$ cat src/rtl/rom_arb_defs.sv
// Definitions shared by the ROM port arbiter, the fetch unit and the ROM instance.
package rom_arb_defs;

  localparam int ROM_ADDR_W = 10;
  localparam int ROM_DATA_W = 32;

  typedef enum logic [1:0] {
    ST_IDLE  = 2'd0,
    ST_RESP0 = 2'd1,
    ST_RESP1 = 2'd2
  } arb_state_e;

  // Counter wide enough to hold MAX_WAIT, never narrower than one bit.
  function automatic int wait_cnt_width(input int max_wait);
    return (max_wait < 1) ? 1 : $clog2(max_wait + 1);
  endfunction

endpackage

$ cat src/rtl/rom_arb_starve_ctr.sv
// Saturating count of consecutive cycles port 1 has been denied; raises force1 at MAX_WAIT.
module rom_arb_starve_ctr
  import rom_arb_defs::*;
#(
  parameter int MAX_WAIT = 4,
  parameter int CNT_W    = wait_cnt_width(MAX_WAIT)
) (
  input  logic clk,
  input  logic rst,
  input  logic p1_req_i,
  input  logic p1_gnt_i,
  output logic force1_o
);

  localparam logic [CNT_W-1:0] MAX_CNT = CNT_W'(MAX_WAIT);

  logic [CNT_W-1:0] wait_cnt_q;
  logic [CNT_W-1:0] wait_cnt_d;

  // With MAX_WAIT=0 the hold branch keeps the counter pinned at zero.
  always_comb begin
    wait_cnt_d = wait_cnt_q;
    if (!p1_req_i || p1_gnt_i) begin
      wait_cnt_d = '0;
    end else if (wait_cnt_q != MAX_CNT) begin
      wait_cnt_d = wait_cnt_q + 1'b1;
    end
  end

  always_ff @(posedge clk or posedge rst) begin
    if (rst) begin
      wait_cnt_q <= '0;
    end else begin
      wait_cnt_q <= wait_cnt_d;
    end
  end

  assign force1_o = (MAX_WAIT != 0) && (wait_cnt_q == MAX_CNT);

endmodule

$ cat src/rtl/rom_port_arbiter.sv
// Two-port arbiter for the shared asynchronous-read instruction ROM.
// Port 0 (fetch) has priority; port 1 is guaranteed progress by the starvation counter.
module rom_port_arbiter
  import rom_arb_defs::*;
#(
  parameter int ADDR_W   = ROM_ADDR_W,
  parameter int DATA_W   = ROM_DATA_W,
  parameter int MAX_WAIT = 4
) (
  input  logic              clk,
  input  logic              rst,
  input  logic              p0_req,
  input  logic [ADDR_W-1:0] p0_addr,
  output logic              p0_gnt,
  output logic              p0_rvalid,
  output logic [DATA_W-1:0] p0_rdata,
  input  logic              p1_req,
  input  logic [ADDR_W-1:0] p1_addr,
  output logic              p1_gnt,
  output logic              p1_rvalid,
  output logic [DATA_W-1:0] p1_rdata,
  output logic [ADDR_W-1:0] rom_addr,
  input  logic [DATA_W-1:0] rom_data,
  output logic              p1_starved
);

  logic force1;

  rom_arb_starve_ctr #(
    .MAX_WAIT(MAX_WAIT)
  ) u_starve (
    .clk     (clk),
    .rst     (rst),
    .p1_req_i(p1_req),
    .p1_gnt_i(p1_gnt),
    .force1_o(force1)
  );

  // Grants are suppressed during reset so nothing is captured into a clearing register.
  always_comb begin
    p1_gnt = !rst && p1_req && (!p0_req || force1);
    p0_gnt = !rst && p0_req && !p1_gnt;
  end

  // With no grant the fetch address stays on the ROM.
  assign rom_addr   = p1_gnt ? p1_addr : p0_addr;
  assign p1_starved = force1;

  arb_state_e        state_q;
  arb_state_e        state_d;
  logic              p0_rvalid_q;
  logic              p1_rvalid_q;
  logic [DATA_W-1:0] p0_rdata_q;
  logic [DATA_W-1:0] p1_rdata_q;

  always_comb begin
    state_d = ST_IDLE;
    if (p0_gnt) begin
      state_d = ST_RESP0;
    end else if (p1_gnt) begin
      state_d = ST_RESP1;
    end
  end

  // Response FSM: rvalid flags are registered alongside the state they decode from.
  always_ff @(posedge clk or posedge rst) begin
    if (rst) begin
      state_q     <= ST_IDLE;
      p0_rvalid_q <= 1'b0;
      p1_rvalid_q <= 1'b0;
      p0_rdata_q  <= '0;
      p1_rdata_q  <= '0;
    end else begin
      state_q     <= state_d;
      p0_rvalid_q <= (state_d == ST_RESP0);
      p1_rvalid_q <= (state_d == ST_RESP1);
      if (p0_gnt) begin
        p0_rdata_q <= rom_data;
      end
      if (p1_gnt) begin
        p1_rdata_q <= rom_data;
      end
    end
  end

  assign p0_rvalid = p0_rvalid_q;
  assign p1_rvalid = p1_rvalid_q;
  assign p0_rdata  = p0_rdata_q;
  assign p1_rdata  = p1_rdata_q;

endmodule

$ cat config.mk
export PLATFORM = sky130hd
export DESIGN_NAME = rom_port_arbiter
export DESIGN_NICKNAME = d
export VERILOG_FILES = /design/src/rtl/rom_arb_defs.sv /design/src/rtl/rom_arb_starve_ctr.sv /design/src/rtl/rom_port_arbiter.sv
export SDC_FILE = /design/constraint.sdc
export NUM_CORES = 1
export LEC_CHECK = 0
export ABC_CLOCK_PERIOD_IN_PS = 7800
export BUFFER_PORTS_ARGS = -buffer_cell sky130_fd_sc_hd__buf_2
export CAP_MARGIN = 25
export CORE_MARGIN = 2
export CORE_UTILIZATION = 30
export CTS_BUF_LIST = sky130_fd_sc_hd__clkbuf_8
export CTS_CLUSTER_DIAMETER = 200
export DETAILED_ROUTE_END_ITERATION = 7
export PLACE_DENSITY = 0.56
export SYNTH_ARGS = -nofsm -noshare
export SYNTH_HDL_FRONTEND = slang
export SYNTH_SLANG_ARGS = --single-unit
export TNS_END_PERCENT = 10
$ cat constraint.sdc
create_clock -name clk -period 7.8 [get_ports clk]
set_input_delay 0.39 -clock clk [delete_from_list [all_inputs] [get_ports clk]]
set_output_delay 0.39 -clock clk [all_outputs]
set_load 0.1 [all_outputs]
==> results of run 1 <==
[area by class of cell]
class	instances	area (µm²)
clock buffers	11	151
fillers	975	5800
clock inverters	5	20.0
well taps	133	166
inverters	5	18.8
repair buffers	136	686
flip-flops and latches	69	1730
multi-input cells	90	1070
[state kept, by name (all words and copies together) (netlist names)]
signal	flops
p1_rvalid	1
p0_rvalid	1
u_starve.wait_cnt_q	3
p0_rdata	32
p1_rdata	32
[cells by family after synthesis]
logic type | Yosys count | synth area share
multiplexers | 75 | 0.325
flip-flops | 69 | 0.588
buffers and inverters | 15 | 0.0465
AO/OA/AOI/OAI | 8 | 0.0209
AND/OR/NAND/NOR | 5 | 0.0107
adder cells (fa/ha/maj) | 2 | 0.00853
[through the flow]
| step | hold WS [ns] | total power, mW | setup slack [ns] | area, µm² | std cells |
|---|---|---|---|---|---|
| floorplan | 0.482 | 1.01 | 4.36 | 2930 | 174 |
| global placement | 0.488 | 1.10 | 5.01 | 3670 | 433 |
| detailed placement | 0.490 | 1.11 | 4.96 | 3670 | 433 |
| CTS | 0.264 | 1.37 | 4.56 | 3840 | 449 |
| global route | 0.266 | 1.41 | 4.42 | 3840 | 449 |
| finish | 0.292 | 1.35 | 4.64 | 3840 | 449 |
[layer usage]
metal  routed length [µm]  up-vias  global-route usage  part of all wire
met5                    0        -                   0                 0
met4                  125        0              0.0698             0.020
met3                  499       12              0.0332             0.080
met2                 3030       90               0.192              0.49
met1                 2580      946               0.133              0.41
li1                     -      890                   -                 -
[cell usage after synthesis]
master / n / area [µm²]
sky130_fd_sc_hd__dfrtp_1: 69 / 1730
sky130_fd_sc_hd__mux2_2: 46 / 518
sky130_fd_sc_hd__mux2_4: 29 / 435
sky130_fd_sc_hd__inv_1: 5 / 18.8
sky130_fd_sc_hd__buf_4: 4 / 30.0
sky130_fd_sc_hd__buf_12: 3 / 60.1
sky130_fd_sc_hd__buf_6: 2 / 22.5
sky130_fd_sc_hd__ha_1: 2 / 25.0
sky130_fd_sc_hd__nand4_1: 2 / 12.5
sky130_fd_sc_hd__o211a_1: 2 / 20.0
sky130_fd_sc_hd__o21ai_0: 2 / 10.0
sky130_fd_sc_hd__a211o_1: 1 / 8.76
sky130_fd_sc_hd__a21oi_1: 1 / 5.00
sky130_fd_sc_hd__and2_1: 1 / 6.26
sky130_fd_sc_hd__and2_4: 1 / 8.76
sky130_fd_sc_hd__buf_2: 1 / 5.00
sky130_fd_sc_hd__nand2_1: 1 / 3.75
sky130_fd_sc_hd__o221ai_1: 1 / 8.76
sky130_fd_sc_hd__o2bb2ai_1: 1 / 8.76
[critical path: stages (launching register included)]
cell and delay [ns]:
sky130_fd_sc_hd__dfrtp_1 0.41, sky130_fd_sc_hd__inv_1 0.07, sky130_fd_sc_hd__ha_1 0.21, sky130_fd_sc_hd__and2_4 0.19
sky130_fd_sc_hd__o211a_2 0.43, sky130_fd_sc_hd__buf_4 0.43, sky130_fd_sc_hd__mux2_2 0.38, sky130_fd_sc_hd__buf_2 0.29
[placed cells by master (no fill, tap or decap), drive strengths merged, types with 2 or more instances in the layout]
cell / Yosys / final
and2: 2 / 2
buf: 10 / 136
clkbuf: 0 / 11
dfrtp: 69 / 69
ha: 2 / 2
inv: 5 / 9
mux2: 75 / 75
nand4: 2 / 2
o211a: 2 / 2
o21ai: 2 / 2
[where the power goes]
group | total (mW) | switching, mW | internal, mW
Combinational | 0.650 | 0.533 | 0.117
Clock | 0.254 | 0.126 | 0.128
Sequential | 0.446 | 0.0297 | 0.417
[final timing paths]
kind	from	endpoint	slack [ns]	cells past startpoint
min	rom_data[19]	p0_rdata[19]$_DFFE_PP0P_	0.29	2
max reg2reg	u_starve.wait_cnt_q[0]$_DFFE_PP0P_	p1_rdata[8]$_DFFE_PP0P_	5.53	6
min reg2reg	p1_rdata[9]$_DFFE_PP0P_	p1_rdata[9]$_DFFE_PP0P_	0.50	1
max in group asynchronous	rst	p0_rdata[29]$_DFFE_PP0P_	6.82	3
max	u_starve.wait_cnt_q[0]$_DFFE_PP0P_	rom_addr[0]	4.64	7
min in group asynchronous	rst	u_starve.wait_cnt_q[2]$_DFFE_PP0P_	0.35	3
==> results.md, run 1 <==
| Step | Parameter | Value |
|---|---|---|
| timing | Final-report hold violation count | 0 |
| clock tree | Maximum clock insertion buffer count | 2 |
| critical path | Kind of start point of the critical path | flop |
| critical path | Type of the setup path with the least slack | flop to output port |
| routing | Post-route ant nets | 0 |
| synth | Post-synthesis instance total | 174 |
| critical path | Largest fanout of any net on the critical path | 29 |
| timing | Final Max Tran Viols | 0 |
| placed design | IO Port Bufs | 134 |
| timing | Total Negative Setup Slacks | 0 ns |
| clock tree | TritonCTS clock tree | done |
| synth | Flop and latch count out of synthesis | 69 |
| timing | Transition time at the pin with the least slew margin | 1.02 ns |
| clock tree | Post-CTS Resized | 0 |
| power | Worst voltage drop across the vdd grid | 0.119 mV |
| global routing | Vias in the first global route | 1,891 |
| global routing | Total overflow reported by the global router | 0 |
| placed design | GPL Wtd Cong | 0.709 |
| status | Outcome | completed |
| synth | Sequential area share after synthesis | 0.588 |
| clock tree | Count of buffers added by post-CTS timing repair for setup | 0 |
| routing | Ratio of routed vias to standard cells | 4.32 |
| critical path | Kind of end point of the critical path | output port |
| clock tree | Num CTS Buffers | 9 |
| routing | DRC violations left | 0 |
| timing | Number of endpoints failing setup at the final stage | 0 |
| floorplan | Effective utilization at floorplan | 0.304 |
| layout | Fin nets | 369 |
| clock tree | Clock slew seen by the registers of the worst setup and hold paths | 0.07 ns |
| power | Power Density | 351 nW/µm² |
| synth | Yosys synthesis warning count | 0 |
| critical path | CP arrival | 2.77 ns |
| synth | Netlist area before placement | 2930 µm² |
| routing | Detailed-route via count | 1,938 |
| routing | Starting DRT DRC Count | 38 |
| synth | Netlist cell types | 19 |
| clock tree | Clock Tree Root | sky130_fd_sc_hd__clkbuf_8 |
| routing | Wire per inst | 13.9 µm |
| timing | Worst clock skew | 0.0104 ns |
| layout | Synth-to-Final Area Change | 30.9% |
| layout | Antenna diode count | 0 |
| min path | Type of the tightest min-delay check | input port to flop |
| synth | Net Count, Synth | 232 |
| layout | Final design utilization | 0.398 |
| flow run | Max Cap Viol | 0 |
| clock tree | Worst-skew pair later-pin latency | 0.34 ns |
| clock tree | Number of hold buffers added after cts | 0 |
| floorplan | Area of the core | 9640 µm² |
| routing | Final routed wirelength across all metal layers | 6230 µm |
| global routing | Largest net degree at the start of global routing | 72 |
| synth | Syn_area_per_cell | 16.9 µm² |
| floorplan | Width of the die | 103 µm |
| timing | Share of the clock period used by the worst path | 0.406 |
| floorplan | Total die area | 10,600 µm² |
| timing | Headroom to the max-slew limit | 0.321 |
| global routing | Global router's overall resource usage | 0.116 |
| critical path | Required arrival time at the worst endpoint | 7.41 ns |
| clock tree | H-tree depth | 3 |
| timing | Post-route minimum period | 3.16 ns |
| floorplan | Die boundary height | 103 µm |
| floorplan | Total number of placement rows | 36 |
| layout | Share of final-layout standard cells stronger than drive strength 1 | 0.718 |
| clock tree | Number of sinks handled by clock tree synthesis | 69 |
| routing | Number of iterations in the first detailed-routing pass | 4 |
| floorplan | Number of ports placed on the die boundary | 135 |
| placed design | Post-detailed-placement half-perimeter wirelength | 4380 µm |
| timing | RSZ-0062 raised after global routing | false |
| power | Cell leakage power | 1.98 nW |
| timing | Achievable Freq | 0.316 GHz |
| global routing | Initial antenna violation count | 0 |
| global routing | Wire length of the first global-routing pass | 9110 µm |
(Power assumes the default switching activity.)
==> run 2, diff against run 1 <==
--- a/config.mk
+++ b/config.mk
@@ -5,7 +5,7 @@
 export SDC_FILE = /design/constraint.sdc
 export NUM_CORES = 1
 export LEC_CHECK = 0
-export ABC_CLOCK_PERIOD_IN_PS = 7800
+export ABC_CLOCK_PERIOD_IN_PS = 3100
 export BUFFER_PORTS_ARGS = -buffer_cell sky130_fd_sc_hd__buf_2
 export CAP_MARGIN = 25
 export CORE_MARGIN = 2
==> constraint.sdc (replaced) <==
create_clock -name clk -period 3.1 [get_ports clk]
set_input_delay 0.155 -clock clk [delete_from_list [all_inputs] [get_ports clk]]
set_output_delay 0.155 -clock clk [all_outputs]
set_load 0.1 [all_outputs]
==> run 2 against run 1 <==
- worst setup slack worse by 4.2 ns
- sequential power grew to 2.5 times the previous value
- clock power rose to 3.6 times the previous value
- core utilization up 1.1 points
- critical path depth is 1 lower
- combinational power grew to 2.5 times the previous value
==> results.md, run 2 (synthesized netlist as in run 1, its figures left out) <==
| Step | Parameter | Value | Change |
|---|---|---|---|
| clock tree | H-tree depth | 3 | unchanged |
| timing | Final Max Tran Viols | 0 | unchanged |
| layout | Leading cell types in the layout, fill and taps excluded | sky130_fd_sc_hd__buf_2 (134), sky130_fd_sc_hd__dfrtp_1 (69), sky130_fd_sc_hd__mux2_2 (46), sky130_fd_sc_hd__mux2_4 (29), sky130_fd_sc_hd__clkbuf_8 (11) |  |
| clock tree | Number of sinks handled by clock tree synthesis | 69 | unchanged |
| timing | Achievable Freq | 0.375 GHz |  |
| timing | Final-report hold violation count | 0 | unchanged |
| timing | Number of endpoints failing setup at the final stage | 0 | unchanged |
| critical path | CP arrival | 2.51 ns | -0.26 ns |
| power | Worst voltage drop across the vdd grid | 0.419 mV | +250% |
| floorplan | Die boundary height | 103 µm | unchanged |
| critical path | Worst path bufs/invs | 3 | unchanged |
| placed design | Post-Place Setup Slack | 0.770 ns | -4.19 ns |
| routing | Detailed-route via count | 1,946 | +0.41% |
| layout | Fin nets | 371 | +0.54% |
| routing | Post-route ant nets | 0 | unchanged |
| clock tree | Clock Tree Root | sky130_fd_sc_hd__clkbuf_8 |  |
| layout | Synth-to-Final Area Change | 34.4% |  |
| routing | Starting DRT DRC Count | 36 | -5.3% |
| critical path | Capture instance of the worst register-to-register path | p1_rdata[18]$_DFFE_PP0P_ |  |
| critical path | Reg-to-reg setup timing slack | 0.76 ns | -4.77 ns |
| timing | Post-route minimum period | 2.66 ns |  |
| clock tree | Num CTS Buffers | 9 | unchanged |
| critical path | Kind of end point of the critical path | output port |  |
| global routing | Largest net degree at the start of global routing | 72 | unchanged |
| placed design | Post-detailed-placement half-perimeter wirelength | 4570 µm | +4.3% |
| floorplan | Width of the die | 103 µm | unchanged |
| floorplan | Number of ports placed on the die boundary | 135 | unchanged |
| critical path | Start of the worst register-to-register path | u_starve.wait_cnt_q[0]$_DFFE_PP0P_ |  |
| critical path | Top cell family by delay on the critical path | buffers and inverters |  |
| floorplan | Total number of placement rows | 36 | unchanged |
| routing | Ratio of routed vias to standard cells | 4.31 | about the same |
| placed design | IO Port Bufs | 134 | unchanged |
| global routing | Total overflow reported by the global router | 0 | unchanged |
| critical path | Type of the setup path with the least slack | flop to output port |  |
| clock tree | Worst-skew pair later-pin latency | 0.33 ns | about the same |
| min path | Number of cells on the worst hold path | 2 | unchanged |
| timing | Share of the clock period used by the worst path | 0.859 |  |
| global routing | Global router's overall resource usage | 0.120 | +0.00360 |
| placed design | Placed standard-cell area | 3680 µm² | +0.41% |
| global routing | Vias in the first global route | 1,885 | -0.32% |
| power | Design Power | 3.68 mW | +170% |
| critical path | Critical path, cell by cell | inv_1 > ha_1 > and2_4 > o211a_2 > buf_4 > buf_2 |  |
| power | Power Density | 933 nW/µm² | +170% |
| clock tree | TritonCTS clock tree | done |  |
| layout | Share of final-layout standard cells stronger than drive strength 1 | 0.733 | +0.0143 |
| min path | Type of the tightest min-delay check | input port to flop |  |
| placed design | GPL Wtd Cong | 0.696 | -1.9% |
| routing | DRC violations left | 0 | unchanged |
| layout | Final standard cell area without fillers | 3940 µm² | +2.6% |
| global routing | Wire length of the first global-routing pass | 9520 µm | +4.5% |
| flow run | Max Cap Viol | 0 | unchanged |
| timing | Hold Worst Slack | 0.0588 ns | -0.233 ns |
| critical path | Slowest cell on the critical path | sky130_fd_sc_hd__o211a_2 |  |
| critical path | Crit-path max cell delay | 0.56 ns | +0.13 ns |
| floorplan | Total die area | 10,600 µm² | unchanged |
| clock tree | Clock slew seen by the registers of the worst setup and hold paths | 0.08 ns | about the same |
| routing | Wire per inst | 14.2 µm | +2.6% |
| floorplan | Area of the core | 9640 µm² | unchanged |
| critical path | Required arrival time at the worst endpoint | 2.94 ns | -4.47 ns |
| timing | RSZ-0062 raised after global routing | false |  |
| min path | Startpoint of the lowest-slack hold path | rom_data[15] |  |
| timing | Transition time at the pin with the least slew margin | 0.887 ns | -0.132 ns |
| clock tree | Number of hold buffers added after cts | 0 | unchanged |
| power | Cell leakage power | 2.01 nW | +1.6% |
| critical path | Kind of start point of the critical path | flop |  |
| timing | Headroom to the max-slew limit | 0.409 | +0.0882 |
| critical path | Cell count of the worst reg-to-reg path | 6 | unchanged |
| clock tree | Count of buffers added by post-CTS timing repair for setup | 0 | unchanged |
| timing | Crit path setup slack, layout | 0.437 ns | -4.20 ns |
| floorplan | Effective utilization at floorplan | 0.304 | unchanged |
| routing | Number of iterations in the first detailed-routing pass | 4 | unchanged |
| timing | Total Negative Setup Slacks | 0 ns | unchanged |
| clock tree | Maximum clock insertion buffer count | 2 | unchanged |
| routing | Final routed wirelength across all metal layers | 6420 µm | +3.1% |
| layout | Leading cell type in the layout, fill and taps excluded | sky130_fd_sc_hd__buf_2 |  |
| timing | Worst clock skew | 0.00994 ns | -0.000412 ns |
| layout | Antenna diode count | 0 | unchanged |
| min path | Min-Delay Endpoint | p0_rdata[15]$_DFFE_PP0P_ |  |
| global routing | Initial antenna violation count | 0 | unchanged |
| clock tree | Post-CTS Resized | 0 | unchanged |
| status | Outcome | completed |  |
| critical path | Largest fanout of any net on the critical path | 20 | -31% |
-- run 2: cell types whose count changed in the layout (fill, tap and decap cells not counted) --
cell,before,now
sky130_fd_sc_hd__clkinvlp_4,0,1
sky130_fd_sc_hd__clkinv_4,0,1
sky130_fd_sc_hd__clkinv_2,1,0
sky130_fd_sc_hd__bufinv_16,0,3
sky130_fd_sc_hd__buf_4,2,4
sky130_fd_sc_hd__inv_1,8,4
-- run 2: metrics by stage --
stage / instances / utilization
after floorplan: 174 / -
after global placement: 435 / 0.382
after detailed placement: 435 / 0.382
after CTS: 451 / 0.409
after global routing: 451 / 0.409
final: 451 / 0.409
-- run 2: area by class of cell --
class	instances	area (µm²)
inverters	5	18.8
clock inverters	5	106
well taps	133	166
clock buffers	11	151
repair buffers	138	701
fillers	962	5700
flip-flops and latches	69	1730
multi-input cells	90	1070
-- run 2: how the worst max path moves through the flow --
stage | from | end | cells past startpoint
final | u_starve.wait_cnt_q[0]$_DFFE_PP0P_ | p1_gnt | 6
after global placement | u_starve.wait_cnt_q[0]$_DFFE_PP0P_ | p0_rdata[28]$_DFFE_PP0P_ | 6
after CTS | u_starve.wait_cnt_q[0]$_DFFE_PP0P_ | p1_gnt | 6
after floorplan | rst | rom_addr[0] | 5
after global routing | u_starve.wait_cnt_q[0]$_DFFE_PP0P_ | p1_gnt | 6
after detailed placement | u_starve.wait_cnt_q[0]$_DFFE_PP0P_ | p1_rdata[30]$_DFFE_PP0P_ | 6
-- run 2: worst reg2reg max path, stage by stage (launching register included) --
cell,delay (ns)
sky130_fd_sc_hd__dfrtp_1,0.41
sky130_fd_sc_hd__inv_1,0.08
sky130_fd_sc_hd__ha_1,0.22
sky130_fd_sc_hd__and2_4,0.19
sky130_fd_sc_hd__o211a_2,0.56
sky130_fd_sc_hd__buf_4,0.39
sky130_fd_sc_hd__mux2_2,0.38
-- run 2: routing by layer --
layer	part of all wire	wire length, µm	up-vias	global-route usage
met5	0	0	-	0
met4	0.0090	58	0	0.0395
met3	0.086	554	7	0.0481
met2	0.46	2980	94	0.189
met1	0.44	2820	949	0.150
li1	-	-	896	-
-- run 2: power by group --
group          total, mW  switching (mW)  internal, mW  leakage, nW
registers           1.13          0.0778          1.05        0.821
logic               1.64            1.34         0.294         1.06
clock network      0.919           0.339         0.580        0.126
